<file path="config.mk">
export PLATFORM = sky130hd
export DESIGN_NAME = oled_text_sequencer_flat
export DESIGN_NICKNAME = d
export VERILOG_FILES = /design/src/rtl/oled_pkg.sv /design/src/rtl/oled_text_sequencer_if.sv /design/src/rtl/oled_msg_store.sv /design/src/rtl/oled_text_sequencer.sv /design/src/flat_wrapper.sv
export SDC_FILE = /design/constraint.sdc
export NUM_CORES = 1
export LEC_CHECK = 0
export ABC_AREA = 1
export CAP_MARGIN = 25
export CORE_AREA = 4 4 186 170
export CTS_BUF_LIST = sky130_fd_sc_hd__clkbuf_8
export DETAILED_ROUTE_END_ITERATION = 10
export DIE_AREA = 0 0 190 174
export PLACE_DENSITY = 0.41
export SYNTH_ARGS = -nofsm -noshare
export SYNTH_HDL_FRONTEND = slang
export SYNTH_SLANG_ARGS = --single-unit
</file>
<file path="constraint.sdc">
create_clock -name clk -period 5.6 [get_ports clk]
set_input_delay 1.12 -clock clk [delete_from_list [all_inputs] [get_ports clk]]
set_output_delay 1.12 -clock clk [all_outputs]
set_load 0.005 [all_outputs]
</file>
<file path="src/rtl/oled_pkg.sv">
// oled_pkg: shared state encoding, ASCII constants and default message for the OLED text sequencer
package oled_pkg;
    typedef enum logic [1:0] {IDLE, SEND, GAP, DONE} state_t;
    localparam logic [7:0] H = 8'h68;
    localparam logic [7:0] E = 8'h65;
    localparam logic [7:0] L = 8'h6C;
    localparam logic [7:0] O = 8'h6F;
    localparam int DEFAULT_MAX_LEN = 16;
    // entry 0 sits in the least significant byte
    localparam logic [DEFAULT_MAX_LEN*8-1:0] DEFAULT_MSG = {{((DEFAULT_MAX_LEN-5)*8){1'b0}}, O, L, L, E, H};
endpackage

</file>
<file path="src/rtl/oled_text_sequencer_if.sv">
// oled_text_sequencer_if: byte interface towards the oled_controller
interface oled_text_sequencer_if #(parameter int DATA_W = 8);
    logic [DATA_W-1:0] data_out;
    logic write_enable;
    logic buffer_full;
    modport master(output data_out, write_enable, input buffer_full);
    modport slave(input data_out, write_enable, output buffer_full);
endinterface

</file>
<file path="src/rtl/oled_msg_store.sv">
// oled_msg_store: message register array, sync write gated by busy, async read
module oled_msg_store import oled_pkg::*; #(
    parameter int DATA_W = 8,
    parameter int MAX_LEN = 16,
    parameter int AW = $clog2(MAX_LEN),
    parameter logic [MAX_LEN*DATA_W-1:0] INIT_MSG = (MAX_LEN*DATA_W)'(DEFAULT_MSG)
) (
    input  logic clk,
    input  logic reset,
    input  logic busy,
    input  logic wr_en,
    input  logic [AW-1:0] wr_addr,
    input  logic [DATA_W-1:0] wr_data,
    input  logic [AW-1:0] rd_addr,
    output logic [DATA_W-1:0] rd_data
);
    logic [DATA_W-1:0] mem [MAX_LEN];

    always_ff @(posedge clk) begin
        if (reset) begin
            for (int i = 0; i < MAX_LEN; i++) mem[i] <= INIT_MSG[i*DATA_W +: DATA_W];
        end else if (wr_en && !busy) begin
            mem[wr_addr] <= wr_data;
        end
    end

    assign rd_data = mem[rd_addr];
endmodule

</file>
<file path="src/rtl/oled_text_sequencer.sv">
// oled_text_sequencer: streams a programmable byte string into the oled_controller byte interface
module oled_text_sequencer import oled_pkg::*; #(
    parameter int DATA_W = 8,
    parameter int MAX_LEN = 16,
    parameter int GAP_CYCLES = 0,
    parameter logic [MAX_LEN*DATA_W-1:0] INIT_MSG = (MAX_LEN*DATA_W)'(DEFAULT_MSG),
    parameter int INIT_LEN = 5,
    localparam int AW = $clog2(MAX_LEN),
    localparam int LW = $clog2(MAX_LEN+1)
) (
    input  logic clk,
    input  logic reset,
    input  logic start,
    input  logic abort,
    input  logic repeat_en,
    input  logic msg_wr_en,
    input  logic [AW-1:0] msg_wr_addr,
    input  logic [DATA_W-1:0] msg_wr_data,
    input  logic len_wr_en,
    input  logic [LW-1:0] len_wr_data,
    oled_text_sequencer_if.master bus,
    output logic busy,
    output logic done
);
    localparam int GW = $clog2(GAP_CYCLES+2);

    state_t state;
    logic [AW-1:0] idx;
    logic [LW-1:0] len;
    logic [GW-1:0] cnt;
    logic [DATA_W-1:0] rd_data;
    logic last;

    oled_msg_store #(.DATA_W(DATA_W), .MAX_LEN(MAX_LEN), .INIT_MSG(INIT_MSG)) store (
        .clk, .reset, .busy,
        .wr_en(msg_wr_en), .wr_addr(msg_wr_addr), .wr_data(msg_wr_data),
        .rd_addr(idx), .rd_data
    );

    assign last = LW'(idx) + LW'(1) >= len;

    always_ff @(posedge clk) begin
        if (reset) begin
            len <= LW'(INIT_LEN);
        end else if (len_wr_en && !busy) begin
            len <= len_wr_data > LW'(MAX_LEN) ? LW'(MAX_LEN) : len_wr_data;
        end
    end

    // the write cycle itself is the first GAP cycle, so SEND never follows a write directly
    always_ff @(posedge clk) begin
        if (reset) begin
            state <= IDLE;
            idx <= '0;
            cnt <= '0;
            bus.data_out <= '0;
            bus.write_enable <= 1'b0;
            busy <= 1'b0;
            done <= 1'b0;
        end else begin
            bus.write_enable <= 1'b0;
            done <= 1'b0;
            if (abort) begin
                state <= IDLE;
                busy <= 1'b0;
            end else begin
                case (state)
                    IDLE, DONE: if (start) begin
                        idx <= '0;
                        cnt <= '0;
                        state <= len == '0 ? DONE : SEND;
                        done <= len == '0;
                        busy <= len != '0;
                    end
                    SEND: if (!bus.buffer_full) begin
                        bus.write_enable <= 1'b1;
                        bus.data_out <= rd_data;
                        cnt <= '0;
                        state <= GAP;
                    end
                    GAP: if (cnt == GW'(GAP_CYCLES)) begin
                        cnt <= '0;
                        done <= last;
                        idx <= last ? '0 : idx + AW'(1);
                        state <= last && !repeat_en ? DONE : SEND;
                        busy <= !last || repeat_en;
                    end else begin
                        cnt <= cnt + GW'(1);
                    end
                    default: state <= IDLE;
                endcase
            end
        end
    end
endmodule

</file>
<file path="src/flat_wrapper.sv">
// flat-port wrapper written by rule: the top's interface ports become plain ports
module oled_text_sequencer_flat import oled_pkg::*;
#(
    parameter int DATA_W = 8,
    parameter int MAX_LEN = 16,
    parameter int GAP_CYCLES = 0,
    parameter logic [MAX_LEN*DATA_W-1:0] INIT_MSG = (MAX_LEN*DATA_W)'(DEFAULT_MSG),
    parameter int INIT_LEN = 5,
    localparam int AW = $clog2(MAX_LEN),
    localparam int LW = $clog2(MAX_LEN+1)
)
  (clk, reset, start, abort, repeat_en, msg_wr_en, msg_wr_addr, msg_wr_data, len_wr_en, len_wr_data, busy, done, bus_data_out, bus_write_enable, bus_buffer_full);
  oled_text_sequencer_if #(.DATA_W(DATA_W)) bus_i ();
  input  logic clk;
  input  logic reset;
  input  logic start;
  input  logic abort;
  input  logic repeat_en;
  input  logic msg_wr_en;
  input  logic [AW-1:0] msg_wr_addr;
  input  logic [DATA_W-1:0] msg_wr_data;
  input  logic len_wr_en;
  input  logic [LW-1:0] len_wr_data;
  output logic busy;
  output logic done;
  output wire logic [$bits(bus_i.data_out)-1:0] bus_data_out;
  output wire logic [$bits(bus_i.write_enable)-1:0] bus_write_enable;
  input wire logic [$bits(bus_i.buffer_full)-1:0] bus_buffer_full;
  assign bus_data_out = bus_i.data_out;
  assign bus_write_enable = bus_i.write_enable;
  assign bus_i.buffer_full = bus_buffer_full;
  oled_text_sequencer #(.DATA_W(DATA_W), .MAX_LEN(MAX_LEN), .GAP_CYCLES(GAP_CYCLES), .INIT_MSG(INIT_MSG), .INIT_LEN(INIT_LEN)) u_core (.clk(clk), .reset(reset), .start(start), .abort(abort), .repeat_en(repeat_en), .msg_wr_en(msg_wr_en), .msg_wr_addr(msg_wr_addr), .msg_wr_data(msg_wr_data), .len_wr_en(len_wr_en), .len_wr_data(len_wr_data), .bus(bus_i), .busy(busy), .done(done));
endmodule
</file>
After elaboration in Yosys (flattened, before gate mapping)
Memories as Yosys holds them, arrays and structs flattened. A register that Yosys moved wholly into a read port is not among the register bits.
Index checks and enable logic that the tools add are counted.
Word-level totals
  register bits after elaboration: 15
  bits in latches: 0
  memory bits (writable): 128
  memory bits (read-only): 0
  bits of input ports: 25
  output and inout bits: 11
  word-level logic and storage cells: 72
  memories: 1
Cells by class
  $add $sub $neg: 3
  $mul: 0
  div/mod/pow operators: 0
  $lt $le $gt $ge: 2
  equal/unequal tests: 6
  shifts and indexed selects: 0
  muxes and demuxes: 30
  bitwise operators: 3
  reductions and logical operators: 20
Memories
  u_core.store.mem: depth 16, bits a word 8, read ports 1, clocked after memory_dff 1, wr ports 16, RTL line oled_msg_store.sv:17  | logic [DATA_W-1:0] mem [MAX_LEN];
Operators by type and width (count)
  4-bit two-way mux: 4
  1-bit two-way mux: 14
  3-bit AND reduction: 4
  2-bit two-way mux: 5
  8-bit two-way mux: 1
  4-bit one-hot mux with 2 select lines: 1
  8-bit OR reduction: 1
  2-bit != test, second input constant: 3
  2-bit one-hot mux with 3 select lines: 1
  4-bit by 1-bit adder with 5-bit output, second input constant: 1
  5-bit >= comparator: 1
  5-bit > comparator, second input constant: 1
  5-bit zero test: 1
  5-bit two-way mux: 1
  5-bit nonzero test: 1
  4-bit by 1-bit adder with 4-bit output, second input constant: 1
  2-bit == test, second input constant: 2
  1-bit one-hot mux with 2 select lines: 2
  4-bit AND reduction: 1
  2-bit OR reduction: 2
  1-bit logical AND: 3
  1-bit zero test: 3
  1-bit NOT: 3
  1-bit one-hot mux with 3 select lines: 1
  other kinds (6): 6

Depth between registers and ports, before layout
Gate-level depths: netlist of run 1.
  depth in word-level cells: 7
  gate-level depth with buffers: 13
  mapped depth without buffers: 12

Hierarchy
A second synthesis of run 1 with hierarchy kept.
Second synthesis, totals
  cells, all modules: 867
  area, all modules: 7393.3 µm²
By module, submodules not included
  oled_msg_store: times used 1, cells each 717, area an instance 6278.5 µm², sequential area each 3843.7 µm²
  oled_text_sequencer: times used 1, cells each 150, area an instance 1114.8 µm², sequential area each 440.4 µm²

Worst setup path before layout of run 1
Ideal clock, no wire load.
  kind: input port to flip-flop
  start point: in reset
  end point: mem u_core.store.mem[4][0] (enable)
  setup time: 0.329 ns
  arrival: 2.081 ns
  data required time: 5.271 ns
  path slack: 3.190 ns
  stages: 8
  buffers on the path: 1
  cell sequence: buf_2 > inv_4 > nand3_4 > inv_2 > nand2_1 > nor2_2 > inv_1 > nand2_1
RTL lines
  start: declaration: RTL line flat_wrapper.sv:15  | input logic reset;
  end: declaration: RTL line oled_msg_store.sv:17

==> results of run 1 <==
==> worst paths after layout <==
check	startpoint	end	slack, ps	cells past startpoint
max	reset	u_core.store.mem[1][3]$_SDFFCE_PN0P_	2700	9
min	u_core.len[2]$_SDFFE_PP1P_	u_core.len[2]$_SDFFE_PP1P_	500	2
max reg2reg	u_core.idx[0]$_SDFFE_PP0P_	u_core.idx[3]$_SDFFE_PP0P_	3010	11
min reg2reg	u_core.len[2]$_SDFFE_PP1P_	u_core.len[2]$_SDFFE_PP1P_	500	2
==> layer usage <==
layer	GRT usage	share of wire	up-vias
li1	-	-	2752
met1	0.186	0.49	2628
met2	0.207	0.46	96
met3	0.0319	0.044	16
met4	0.0292	0.0091	0
met5	0	0	-
==> final cells by class <==
cell class	instances	area share
Timing Repair Buffer	41	0.0471
Clock inverter	15	0.0194
Multi-Input combinational cell	559	0.286
Sequential cell	150	0.510
Inverter	111	0.0499
Tap cell	403	0.0600
Clock buffer	17	0.0278
==> flip-flops by register name, indices dropped and copies added, names as in the netlist <==
name / flops
u_core.bus.data_out: 8
u_core.idx: 4
u_core.busy: 1
u_core.len: 5
u_core.bus.write_enable: 1
u_core.state: 2
u_core.done: 1
u_core.store.mem: 128
==> per-stage QoR <==
step | setup WS, ps | hold WS, ps | total power [mW] | utilization
2_1_floorplan | 3190 | 443 | 1.38 | -
3_3_place_gp | 2250 | 464 | 1.47 | 0.270
3_5_place_dp | 2210 | 479 | 1.46 | 0.270
4_1_cts | 2720 | 506 | 2.32 | 0.283
5_1_grt | 2570 | 519 | 2.39 | 0.283
6_report | 2700 | 499 | 2.31 | 0.283
==> placed cells by master (no fill, tap or decap), drive strengths merged <==
master,count
clkbuf,17
a21boi,1
xor2,2
ha,9
edfxtp,128
bufinv,3
inv,112
dfxtp,22
nor4,1
nand2,281
clkinv,5
nand4,1
a22oi,2
nand3b,1
buf,6
nor3,1
a211oi,2
a21oi,11
nand3,92
o21ai,5
nor2,150
clkdlybuf4s50,35
clkinvlp,6
==> worst min-delay path: stages, from the launching register on <==
cell and delay [ps]:
dfxtp_1 340, a21oi_1 70, o21ai_0 60
==> logic make-up after synthesis <==
group | share of synthesized area
AO/OA/AOI/OAI | 0.0161
adder cells (fa/ha/maj) | 0.0154
buffers and inverters | 0.0834
XOR/XNOR | 0.00240
flip-flops | 0.587
AND/OR/NAND/NOR | 0.295
==> power by group <==
part | switching, mW | total, mW | leakage (nW) | internal [mW]
Combinational | 0.128 | 0.179 | 1.85 | 0.0515
Clock | 0.436 | 0.869 | 0.186 | 0.433
Sequential | 0.0128 | 1.26 | 1.45 | 1.25
==> flow_metrics.env, run 1 <==
export IMPL_ys_types=28
export IMPL_yosysWarnings=0
export IMPL_nNetsFinal=914
export IMPL_layout_drive_gt1_share=0.0594
export IMPL_grt_max_degree=69
export IMPL_start_util=0.246
export IMPL_fin_tns_setup_ps=0
export IMPL_gr_usage_all_layers=0.132
export IMPL_max_clock_freq_mhz=345
export IMPL_ios=36
export IMPL_grt_pass1_vias=5415
export IMPL_fin_skew_ps=11.3
export IMPL_cp_slowest_cell="clkdlybuf4s50_1"
export IMPL_synth_most_common_cell="nand2_1"
export IMPL_routed_wl_mm=21.6
export IMPL_final_max_slew_viol_count=0
export IMPL_arrival_ps=3020
export IMPL_finalCritPeriodShare=0.517
export IMPL_yosys_area_top_type="edfxtp_1"
export IMPL_die_area_sq_um=33100
export IMPL_ys_seq_area_frac=0.587
export IMPL_core_area_sq_um=29700
export IMPL_synthCells=857
export IMPL_worst_pin_slew_ps=1020
export IMPL_cts_tree="built"
export IMPL_cts_htree_levels=4
export IMPL_cp_end_kind="register"
export IMPL_rsz0062_at_grt="false"
export IMPL_cts_root_buffer="clkbuf_8"
export IMPL_synth_edff_count=128
export IMPL_cts_sinks=150
export IMPL_clockBufferDepth=2
export IMPL_outcome="finished, final reports clean"
export IMPL_vias_per_cell=4.24
export IMPL_grt_ovfl_total=0
export IMPL_seqCellArea_sq_um=4290
export IMPL_critPathMaxStageDelay_ps=400
export IMPL_fp_dieH_um=174
export IMPL_path_class="in2reg"
export IMPL_synth_ff_type="edfxtp_1"
export IMPL_gp_congestion=0.768
export IMPL_diodes=0
export IMPL_required_ps=5730
export IMPL_grt_pass1_wl_mm=32.6
export IMPL_drc=0
export IMPL_setup_viol=0
export IMPL_netlist_area_sq_um=7290
export IMPL_synth_common_cells="nand2_1, nor2_1, edfxtp_1"
export IMPL_path_max_fanout=19
export IMPL_fillCellCount=3209
export IMPL_cts_hold_fix_buffers=0
export IMPL_wl_per_cell_um=16.7
export IMPL_drv_cap=0
export IMPL_crit_buf_inv=5
export IMPL_path_clk_slew_ps=80
export IMPL_multi_input_area_sq_um=2400
export IMPL_syn_nets=891
export IMPL_hp_class="reg2reg"
export IMPL_dr_pass1_iters=7
export IMPL_cts_inserted_buffers=17
export IMPL_io_buffers=35
export IMPL_hold_violations=0
export IMPL_worst_setup_path_start_kind="input pin"
export IMPL_power_leakage_nw=3.49
export IMPL_final_cells=1296
export IMPL_power_density_nw_per_um2=274
export IMPL_die_w_um=190
export IMPL_vias=5492
export IMPL_rows=60
export IMPL_min_period_ps=2900
export IMPL_stdcell_area_sq_um=8400
export IMPL_peakVddDrop_mv=0.145
export IMPL_synth_top_area_share=0.527
export IMPL_cts_resized=0
export IMPL_drt_iter0_drc=370
export IMPL_antenna_left=0
export IMPL_ys_seq_elements=150
export IMPL_cp_top_family="buffers and inverters"
export IMPL_clkLatencyLatePin_ps=470
export IMPL_async_reset_ff_frac=0
export IMPL_hpwl_mm=14.2
export IMPL_yosys_top_cells_area="edfxtp_1, nand2_1, nor2_1, nand3_1, dfxtp_1"
export IMPL_max_slew_margin_rel=0.322
export IMPL_antenna_found_initial=0
export IMPL_post_place_cells=1264
export IMPL_cts_setup_buffers=0
export IMPL_dpl_instance_area_sq_um=8010
export IMPL_area_delta_synth_final_pct=15.2
export IMPL_syn_mean_instance_area_sq_um=8.51
export IMPL_path_cells="clkdlybuf4s50_1 > buf_4 > inv_4 > nand3_4 > inv_2 > nand2_2 > nor2_2 > inv_1 > nand2_1"
No activity file was read; power rests on OpenSTA's default activity.
==> inputs of run 2 (changes only) <==
- clock period: 5.6 -> 2.76 ns (I/O delays scaled with it)
==> flow_metrics.env, run 2 (synthesized netlist as in run 1, its figures left out) <==
export IMPL_outcome="finished, final reports clean"
export IMPL_final_cell_mix="nand2_1, nor2_1, edfxtp_1"
export IMPL_cts_inserted_buffers=17
export IMPL_worst_setup_path_start_kind="input pin"
export IMPL_seqCellArea_sq_um=4290
export IMPL_core_area_sq_um=29700
export IMPL_worst_slack_ps=820
export IMPL_clockBufferDepth=2
export IMPL_fillCellCount=3153
export IMPL_die_w_um=190
export IMPL_drc=0
export IMPL_io_buffers=35
export IMPL_power_density_nw_per_um2=535
export IMPL_cts_setup_buffers=0
export IMPL_start_util=0.246
export IMPL_cts_htree_levels=4
export IMPL_peakVddDrop_mv=0.301
export IMPL_grt_pass1_vias=5372
export IMPL_dpl_instance_area_sq_um=8200
export IMPL_path_max_fanout=8
export IMPL_gr_usage_all_layers=0.129
export IMPL_ios=36
export IMPL_vias_per_cell=4.17
export IMPL_pre_cts_ws_ps=369
export IMPL_rows=60
export IMPL_power_leakage_nw=3.61
export IMPL_max_clock_freq_mhz=515
export IMPL_wl_per_cell_um=15.8
export IMPL_layout_drive_gt1_share=0.0851
export IMPL_setup_viol=0
export IMPL_nNetsFinal=938
export IMPL_final_max_slew_viol_count=0
export IMPL_antenna_found_initial=0
export IMPL_hold_violations=0
export IMPL_r2r_cells=9
export IMPL_arrival_ps=2060
export IMPL_drv_cap=0
export IMPL_min_path_cells=2
export IMPL_area_delta_synth_final_pct=17.5
export IMPL_cts_resized=0
export IMPL_routed_wl_mm=20.8
export IMPL_finalCritPeriodShare=0.703
export IMPL_grt_max_degree=41
export IMPL_hpwl_mm=13.8
export IMPL_largest_reg_flops=128
export IMPL_fin_skew_ps=16.2
export IMPL_cts_sinks=150
export IMPL_final_common_cell="nand2_1"
export IMPL_clkLatencyLatePin_ps=460
export IMPL_cts_tree="built"
export IMPL_dr_pass1_iters=5
export IMPL_worst_pin_slew_ps=516
export IMPL_path_clk_slew_ps=90
export IMPL_cts_root_buffer="clkbuf_8"
export IMPL_required_ps=2880
export IMPL_grt_ovfl_total=0
export IMPL_multi_input_area_sq_um=2400
export IMPL_fin_tns_setup_ps=0
export IMPL_drt_iter0_drc=487
export IMPL_hp_class="reg2reg"
export IMPL_gp_congestion=0.771
export IMPL_rsz0062_at_grt="false"
export IMPL_path_class="in2reg"
export IMPL_grt_pass1_wl_mm=32.0
export IMPL_diodes=0
export IMPL_cts_hold_fix_buffers=0
export IMPL_stdcell_area_sq_um=8570
export IMPL_min_period_ps=1940
export IMPL_top_register="u_core.store.mem"
export IMPL_antenna_left=0
export IMPL_fp_dieH_um=174
export IMPL_cp_end_kind="register"
export IMPL_die_area_sq_um=33100
export IMPL_vias=5507
export IMPL_p_total_mw=4.59
export IMPL_reg_top3="u_core.store.mem (128), u_core.bus.data_out (8), u_core.len (5)"
export IMPL_max_slew_margin_rel=0.655
-- run 2: area by class of cell --
| class | count | share of cell area |
|---|---|---|
| Clock buffer | 17 | 0.0273 |
| Clock inverter | 15 | 0.0165 |
| Inverter | 111 | 0.0489 |
| Multi-Input combinational cell | 559 | 0.280 |
| Sequential cell | 150 | 0.500 |
| Tap cell | 403 | 0.0588 |
| Timing Repair Buffer | 65 | 0.0686 |
-- run 2: worst max-delay path: stages --
cell and delay [ps]:
clkdlybuf4s50_1 460, inv_4 90, nand3_4 120, inv_2 90, nand2_2 110, nor2_2 170, inv_1 140, nand2_1 320
-- run 2: metal layers --
| metal | wire length [um] | track usage | vias to the layer above |
|---|---|---|---|
| met4 | 407 | 0.0389 | 0 |
| met3 | 951 | 0.0277 | 29 |
| li1 | - | - | 2800 |
| met2 | 9120 | 0.191 | 118 |
| met1 | 10300 | 0.188 | 2560 |
| met5 | 0 | 0 | - |
-- run 2: path summary, 6_finish.rpt --
path	endpoint	start	slack, ps
min	u_core.len[2]$_SDFFE_PP1P_	u_core.len[2]$_SDFFE_PP1P_	490
max reg2reg	u_core.bus.data_out[2]$_SDFFE_PP0P_	u_core.idx[1]$_SDFFE_PP0P_	830
min reg2reg	u_core.len[2]$_SDFFE_PP1P_	u_core.len[2]$_SDFFE_PP1P_	490
max	u_core.store.mem[0][4]$_SDFFCE_PN0P_	reset	820
-- run 2: where the power goes --
group	switching [mW]	internal, mW
combinational	0.251	0.118
sequential	0.0243	2.53
clock	0.877	0.790
total	1.15	3.43
-- run 2: stage by stage --
stage | hold slack (ps) | cells | util
6_report | 485 | 1320 | 0.289
5_1_grt | 539 | 1320 | 0.289
4_1_cts | 492 | 1320 | 0.289
3_5_place_dp | 470 | 1288 | 0.276
3_3_place_gp | 463 | 1288 | 0.276
2_1_floorplan | 443 | 857 | -
